`src/rtl/fetch_ctrl.sv`:
```
// fetch_ctrl: RV32 instruction-fetch sequencer. Issues one outstanding
// req/gnt/rvalid fetch at a time, holds the returned word for decode, and
// squashes wrong-path fetches (including in-flight responses) on redirect.
module fetch_ctrl #(
  parameter int CNT_W = 32
) (
  input  logic             clk,
  input  logic             rst,
  input  logic             run,
  input  logic [31:0]      pc,
  input  logic             redirect,
  output logic             pc_en,
  output logic             imem_req,
  output logic [31:0]      imem_addr,
  input  logic             imem_gnt,
  input  logic             imem_rvalid,
  input  logic [31:0]      imem_rdata,
  output logic             inst_valid,
  input  logic             inst_ready,
  output logic [31:0]      inst,
  output logic [31:0]      inst_pc,
  output logic [CNT_W-1:0] fetch_cnt,
  output logic [CNT_W-1:0] stall_cnt
);

  typedef enum logic [2:0] {
    IDLE  = 3'd0,
    REQ   = 3'd1,
    WAIT  = 3'd2,
    HOLD  = 3'd3,
    DRAIN = 3'd4
  } state_t;

  state_t      r_state, w_next;
  logic [31:0] r_gnt_addr;
  logic [31:0] r_inst, r_inst_pc;
  logic [CNT_W-1:0] r_fetch_cnt, r_stall_cnt;

  logic   w_inst_valid, w_handoff, w_capture, w_stall;
  state_t w_after;

  // Where to go once a fetch is finished (delivered, squashed or drained).
  assign w_after = run ? REQ : IDLE;

  // Output decode and next-state selection.
  always_comb begin
    w_next       = r_state;
    w_capture    = 1'b0;
    // Reset gates the combinational outputs so no pc_en or valid leaks out
    // during the reset cycle itself.
    w_inst_valid = (r_state == HOLD) && !redirect && !rst;
    w_handoff    = w_inst_valid && inst_ready;
    w_stall      = (r_state == REQ) || (r_state == WAIT) || (r_state == DRAIN);
    case (r_state)
      IDLE:  if (run) w_next = REQ;
      REQ:   if (imem_gnt) w_next = redirect ? DRAIN : WAIT;
      WAIT: begin
        if (imem_rvalid && !redirect) begin
          w_capture = 1'b1;
          w_next    = HOLD;
        end else if (imem_rvalid && redirect) begin
          w_next = w_after;
        end else if (redirect) begin
          w_next = DRAIN;
        end
      end
      DRAIN: if (imem_rvalid) w_next = w_after;
      HOLD:  if (w_handoff || redirect) w_next = w_after;
      default: w_next = IDLE;
    endcase
  end

  assign imem_req   = (r_state == REQ);
  assign imem_addr  = (r_state == REQ) ? pc : 32'h0;
  assign pc_en      = !rst && (w_handoff || redirect);
  assign inst_valid = w_inst_valid;
  assign inst       = r_inst;
  assign inst_pc    = r_inst_pc;
  assign fetch_cnt  = r_fetch_cnt;
  assign stall_cnt  = r_stall_cnt;

  // State register.
  always_ff @(posedge clk) begin
    if (rst) r_state <= IDLE;
    else     r_state <= w_next;
  end

  // Latch the granted address and the returned instruction word.
  always_ff @(posedge clk) begin
    if (rst) begin
      r_gnt_addr <= '0;
      r_inst     <= '0;
      r_inst_pc  <= '0;
    end else begin
      if ((r_state == REQ) && imem_gnt) r_gnt_addr <= pc;
      if (w_capture) begin
        r_inst    <= imem_rdata;
        r_inst_pc <= r_gnt_addr;
      end
    end
  end

  // Performance counters; both wrap naturally.
  always_ff @(posedge clk) begin
    if (rst) begin
      r_fetch_cnt <= '0;
      r_stall_cnt <= '0;
    end else begin
      if (w_handoff) r_fetch_cnt <= r_fetch_cnt + 1'b1;
      if (w_stall)   r_stall_cnt <= r_stall_cnt + 1'b1;
    end
  end

endmodule

```
`config.mk`:
```
export PLATFORM = sky130hd
export DESIGN_NAME = fetch_ctrl
export DESIGN_NICKNAME = d
export VERILOG_FILES = /design/src/rtl/fetch_ctrl.sv
export SDC_FILE = /design/constraint.sdc
export NUM_CORES = 1
export LEC_CHECK = 0
export ABC_AREA = 1
export BUFFER_PORTS_ARGS = -buffer_cell sky130_fd_sc_hd__buf_2
export CAP_MARGIN = 15
export CORE_MARGIN = 1
export CORE_UTILIZATION = 51
export DETAILED_ROUTE_END_ITERATION = 6
export GPL_TIMING_DRIVEN = 1
export PLACE_DENSITY_LB_ADDON = 0.1
export SLEW_MARGIN = 10
export SYNTH_ARGS = -nofsm -noshare
export SYNTH_HDL_FRONTEND = slang
export SYNTH_SLANG_ARGS = --single-unit
```
`constraint.sdc`:
```
create_clock -name clk -period 2.1 [get_ports clk]
set_input_delay 0.63 -clock clk [delete_from_list [all_inputs] [get_ports clk]]
set_output_delay 0.63 -clock clk [all_outputs]
set_load 0.01 [all_outputs]
```
== After elaboration in Yosys (flattened, before gate mapping) ==
Cells that the tools add are included.
W data, S select, Z words.

* Register bits: 163
* Output and inout bits: 163
* Input bits: 71
* Logic and storage cells: 44

* Add/subtract/negate cells: 2
* Mux-type cells: 13
* Reduce and logical (&&, ||, !) cells: 14
* Eq/ne operators: 9

{| class="wikitable"
|+ Operators with widths
! kind !! count
|-
| $add A32 B1 Y32 const B || 2
|-
| $mux W32 || 1
|-
| $mux W3 || 8
|-
| $pmux W3 S5 || 1
|-
| $logic_and A1 B1 Y1 || 7
|-
| $eq A3 B2 Y1 const B || 2
|-
| $reduce_and A5 Y1 || 1
|-
| $ne A2 B1 Y1 const B || 2
|-
| $ne A2 B2 Y1 const B || 2
|-
| $ne A4 B2 Y1 const B || 1
|-
| $eq A3 B1 Y1 const B || 1
|-
| $eq A3 B3 Y1 const B || 1
|-
| $logic_not A3 Y1 || 1
|-
| $logic_or A1 B1 Y1 || 3
|-
| $mux W1 || 3
|-
| $logic_not A1 Y1 || 2
|}

== Depth between registers and ports, before layout ==
* Word-level depth: 7
* Gate-level depth with buffers: 10
* Mapped depth without buffers: 10

== Worst setup path before layout ==
Ideal clock, no wire load.

* Kind: in2out
* Start point: in redirect
* End point: out pc_en
* Arrival time: 1.468 ns
* Path buffers: 1
* Data required time: 1.470 ns
* Cell stages on the path: 6
* Setup slack: 0.002 ns
* Cell sequence: inv_1 nand2_1 nor2_4 nand2_2 buf_6 a21oi_1

* Word-level cells in the longest chain between the ends: 6

{| class="wikitable"
|+ Ends and longest elaborated chain
! item !! RTL line !! text
|-
| from (decl) || 11 || <nowiki>input logic redirect,</nowiki>
|-
| $logic_not A1 Y1 || 51 || <nowiki>w_inst_valid = (r_state == HOLD) && !redirect && !rst;</nowiki>
|-
| $logic_and A1 B1 Y1 (2 in series) || 51 ||
|-
| named net inst_valid || 18 || <nowiki>output logic inst_valid,</nowiki>
|-
| $logic_and A1 B1 Y1 || 52 || <nowiki>w_handoff = w_inst_valid && inst_ready;</nowiki>
|-
| $logic_or A1 B1 Y1 || 75 || <nowiki>assign pc_en = !rst && (w_handoff || redirect);</nowiki>
|-
| $logic_and A1 B1 Y1 || 75 ||
|-
| to (decl) || 12 || <nowiki>output logic pc_en,</nowiki>
|}

The timed path passes the listed nets, and every way through them passes these cells.

== Worst setup path after layout ==
* Start point: reg r_state[2]
* End point: out pc_en

* Word-level cells in the longest chain between the ends: 6

{| class="wikitable"
|+ Ends and longest elaborated chain
! item !! RTL line !! text
|-
| from (decl) || 34 || <nowiki>state_t r_state, w_next;</nowiki>
|-
| from (signal assigned) || 85 || <nowiki>else r_state <= w_next;</nowiki>
|-
| $eq A3 B2 Y1 || 51 ||
|-
| $logic_and A1 B1 Y1 (2 in series) || 51 ||
|-
| $logic_and A1 B1 Y1 || 52 ||
|-
| $logic_or A1 B1 Y1 || 75 ||
|-
| $logic_and A1 B1 Y1 || 75 ||
|}

No other way between the ends.

==> metrics.csv <==
stage;metric;value;unit
sta;slew_headroom;0.7111;
power_and_ir_drop;p_seq_frac;0.412;
yosys;yosys.cell_types.count;31;
global_routing;antenna_found_initial;0;
placed_design;post-place-ws;-0.04931;ns
route;drt_first_pass_iters;5;
power_and_ir_drop;p_comb_frac;0.205;
critical_path;critPathMaxFanout;4;
global_routing;grt_max_degree;106;
global_routing;grt_pass1_wl;29.41;mm
power_and_ir_drop;p_int;6078;µW
yosys;yosysWarnings;0;
cts;clkLatencyLatePin;0.42;ns
floorplanning;num_rows;43;
global_routing;globalRouteTotalUtil;0.2462;
critical_path;crit_path_start_kind;flop;
cts;cts_buffer_depth;2;
placed_design;gp_congestion;0.8731;
cts;numCtsBuffers;17;
critical_path;crit_arrival;1.43;ns
sta;drv_slew;0;
cts;clkSlewWorstSetupHoldPaths;0.06;ns
yosys;synth_top_area_share;0.4422;
floorplanning;top_level_ports;234;
sta;rsz0062_at_grt;true;
layout;n_antenna_cell;0;
route;ant_nets;0;
cts;htreeDepth;4;
route;via_per_inst;4.902;
sta;tightest_slew;0.4300;ns
yosys;ys_ff_latch;163;
cts;holdBufCountCts;0;
yosys;synth_top_cell_by_area;dfxtp_1;
yosys;synth_area_leaders;dfxtp_1 (44%), nor2_1 (12%), nand2_1 (9.6%);
floorplanning;die_h;122.3;µm
yosys;synth_edf_count;0;
placed_design;hpwlAfterDp;12.89;mm
floorplanning;die_width;122.3;µm
route;wire_per_inst;12.08;µm
power_and_ir_drop;p_clk_frac;0.383;
sta;clock_skew;0.006657;ns
yosys;synth_fp_nets;1183;
layout;nets;1420;
sta;tns;0;ns
sta;finalSetupViolations;0;
placed_design;numPortBuffers;233;
sta;whs;0.4499;ns
worst_hold_path;hold_path_class;reg2reg;
sta;setup_slack;0.04303;ns
power_and_ir_drop;switching_share;0.2823;
sta;layout_min_cycle_time;2.057;ns
sta;clock.fmax;486.2;MHz
layout;regArea;3267;µm²
route;num_vias;7539;
yosys;synth_ff_type;dfxtp_1;
power_and_ir_drop;power.density;891.6;nW/µm²
power_and_ir_drop;p_switching;2390;µW
route;drt-total-wl;18.59;mm
power_and_ir_drop;ir_worst_vdd;0.5856;mV
power_and_ir_drop;leakage;0.004487;µW
global_routing;globalRouteOverflowTotal;0;
yosys;yosysSeqAreaShare;0.4422;
critical_path;crit_required;1.47;ns
cts;tritoncts;built;
floorplanning;die_area;14950;µm²
layout;multi_input_area;3337;µm²
yosys;netlist_instances;1110;
flow_run;drv_cap;0;
floorplanning;coreArea;13990;µm²
route;drcViolationCount;0;
status;status;completed;
sta;fin_crit_sh;0.9795;
yosys;async_flop_share;0;
yosys;syn_area_per_cell;6.648;µm²
sta;hold_violations;0;
critical_path;endpoint_kind;output pin;
cts;clock_sinks;163;
global_routing;grt_pass1_vias;6358;
critical_path;crit_type;reg2out;
floorplanning;start_util;0.5275;
layout;area_growth;28.70;%
layout;n_fill_cell;1248;
layout;final_layout_size_suffix_gt1_frac;0.2290;
cts;clockRootBuffer;clkbuf_16;
route;detail_route.iter0.violations;427;
yosys;syn_area;7380;µm²
==> cells by family (layout without fill, tap and decap cells) <==
| group | Yosys count | count (layout) | synth area share |
|---|---|---|---|
| flip-flops | 163 | 163 | 0.4422 |
| adder cells (fa/ha/maj) | 2 | 2 | 0.003390 |
| AO/OA/AOI/OAI | 221 | 221 | 0.1526 |
| AND/OR/NAND/NOR | 523 | 523 | 0.2928 |
| XOR/XNOR | 1 | 1 | 0.001187 |
| buffers and inverters | 200 | 448 | 0.1078 |
==> cell usage after synthesis (3+ instances only) <==
library cell / number
a21oi_1: 98
buf_1: 5
buf_2: 12
buf_4: 6
clkbuf_1: 22
dfxtp_1: 163
inv_1: 151
inv_2: 3
nand2_1: 188
nand3_1: 51
nand4_1: 23
nor2_1: 235
nor3_1: 11
o21ai_0: 114
o21bai_1: 5
==> registers in the layout, summed over array words and instances (netlist names) <==
name,flops
stall_cnt,32
inst,32
fetch_cnt,32
r_gnt_addr,32
r_state,3
inst_pc,32
==> area by class of cell <==
type                       instances  area share
tap                              180     0.02371
inverter                         154     0.06099
multi-input combinational        747      0.3513
clock buffer                      21     0.04848
timing repair buffer             264      0.1552
sequential                       163      0.3440
clock inverter                     9     0.01634
==> cell usage in the layout (no fill, tap or decap), types with 5 or more instances in the layout <==
master	count
a21oi_1	97
clkbuf_16	17
buf_2	233
nand3_1	51
nor3_1	11
buf_12	6
nor2_1	233
nand2_1	188
o21bai_1	5
inv_1	150
dfxtp_1	160
o21ai_0	114
nand4_1	23
buf_4	25
==> worst max-delay path: stages, from the launching register on <==
cell	delay [ns]
dfxtp_2	0.34
inv_2	0.08
nand3_4	0.09
nor2_4	0.13
nand2_2	0.07
a21oi_2	0.16
buf_2	0.15
==> stage by stage <==
| step | power, µW | std cells | util | instance area, µm² |
|---|---|---|---|---|
| global route | 8906 | 1538 | 0.6790 | 9498 |
| detailed placement | 5265 | 1505 | 0.6319 | 8840 |
| CTS | 8524 | 1536 | 0.6775 | 9477 |
| finish | 8468 | 1538 | 0.6790 | 9498 |
| global placement | 5241 | 1505 | 0.6319 | 8840 |
| floorplan | 4598 | 1110 | - | 7380 |
==> metal layers <==
| metal | part of all wire | vias to the layer above | track usage | wire length (µm) |
|---|---|---|---|---|
| li1 | - | 3992 | - | - |
| met1 | 0.45 | 3310 | 0.3027 | 8366 |
| met2 | 0.47 | 208 | 0.4115 | 8662 |
| met3 | 0.062 | 29 | 0.06273 | 1160 |
| met4 | 0.021 | 0 | 0.09451 | 395 |
| met5 | 0 | - | 0 | 0 |
==> power groups by stage <==
stage               logic [µW]  registers, µW  clock network (µW)
finish                    1730           3490                3240
global route              1950           3520                3430
CTS                       1730           3490                3300
detailed placement        1720           3550                   0
global placement          1700           3540                   0
floorplan                  991           3610                   0
==> repair_timing <==
item / in CTS / in global routing
pin swaps: 1 / 2
buffers inserted: 1 / 2
resized for setup: 4 / 3
endpoints found under the setup margin: 1 / 19
==> path summary, 6_finish.rpt <==
kind             startpoint       endpoint  slack (ns)  cells past startpoint
max              r_state[2]          pc_en        0.04                      6
min          r_gnt_addr[30]    inst_pc[30]        0.45                      2
max reg2reg    stall_cnt[1]  stall_cnt[24]        0.23                     10
min reg2reg  r_gnt_addr[30]    inst_pc[30]        0.45                      2
No activity file was read; power rests on OpenSTA's default activity.
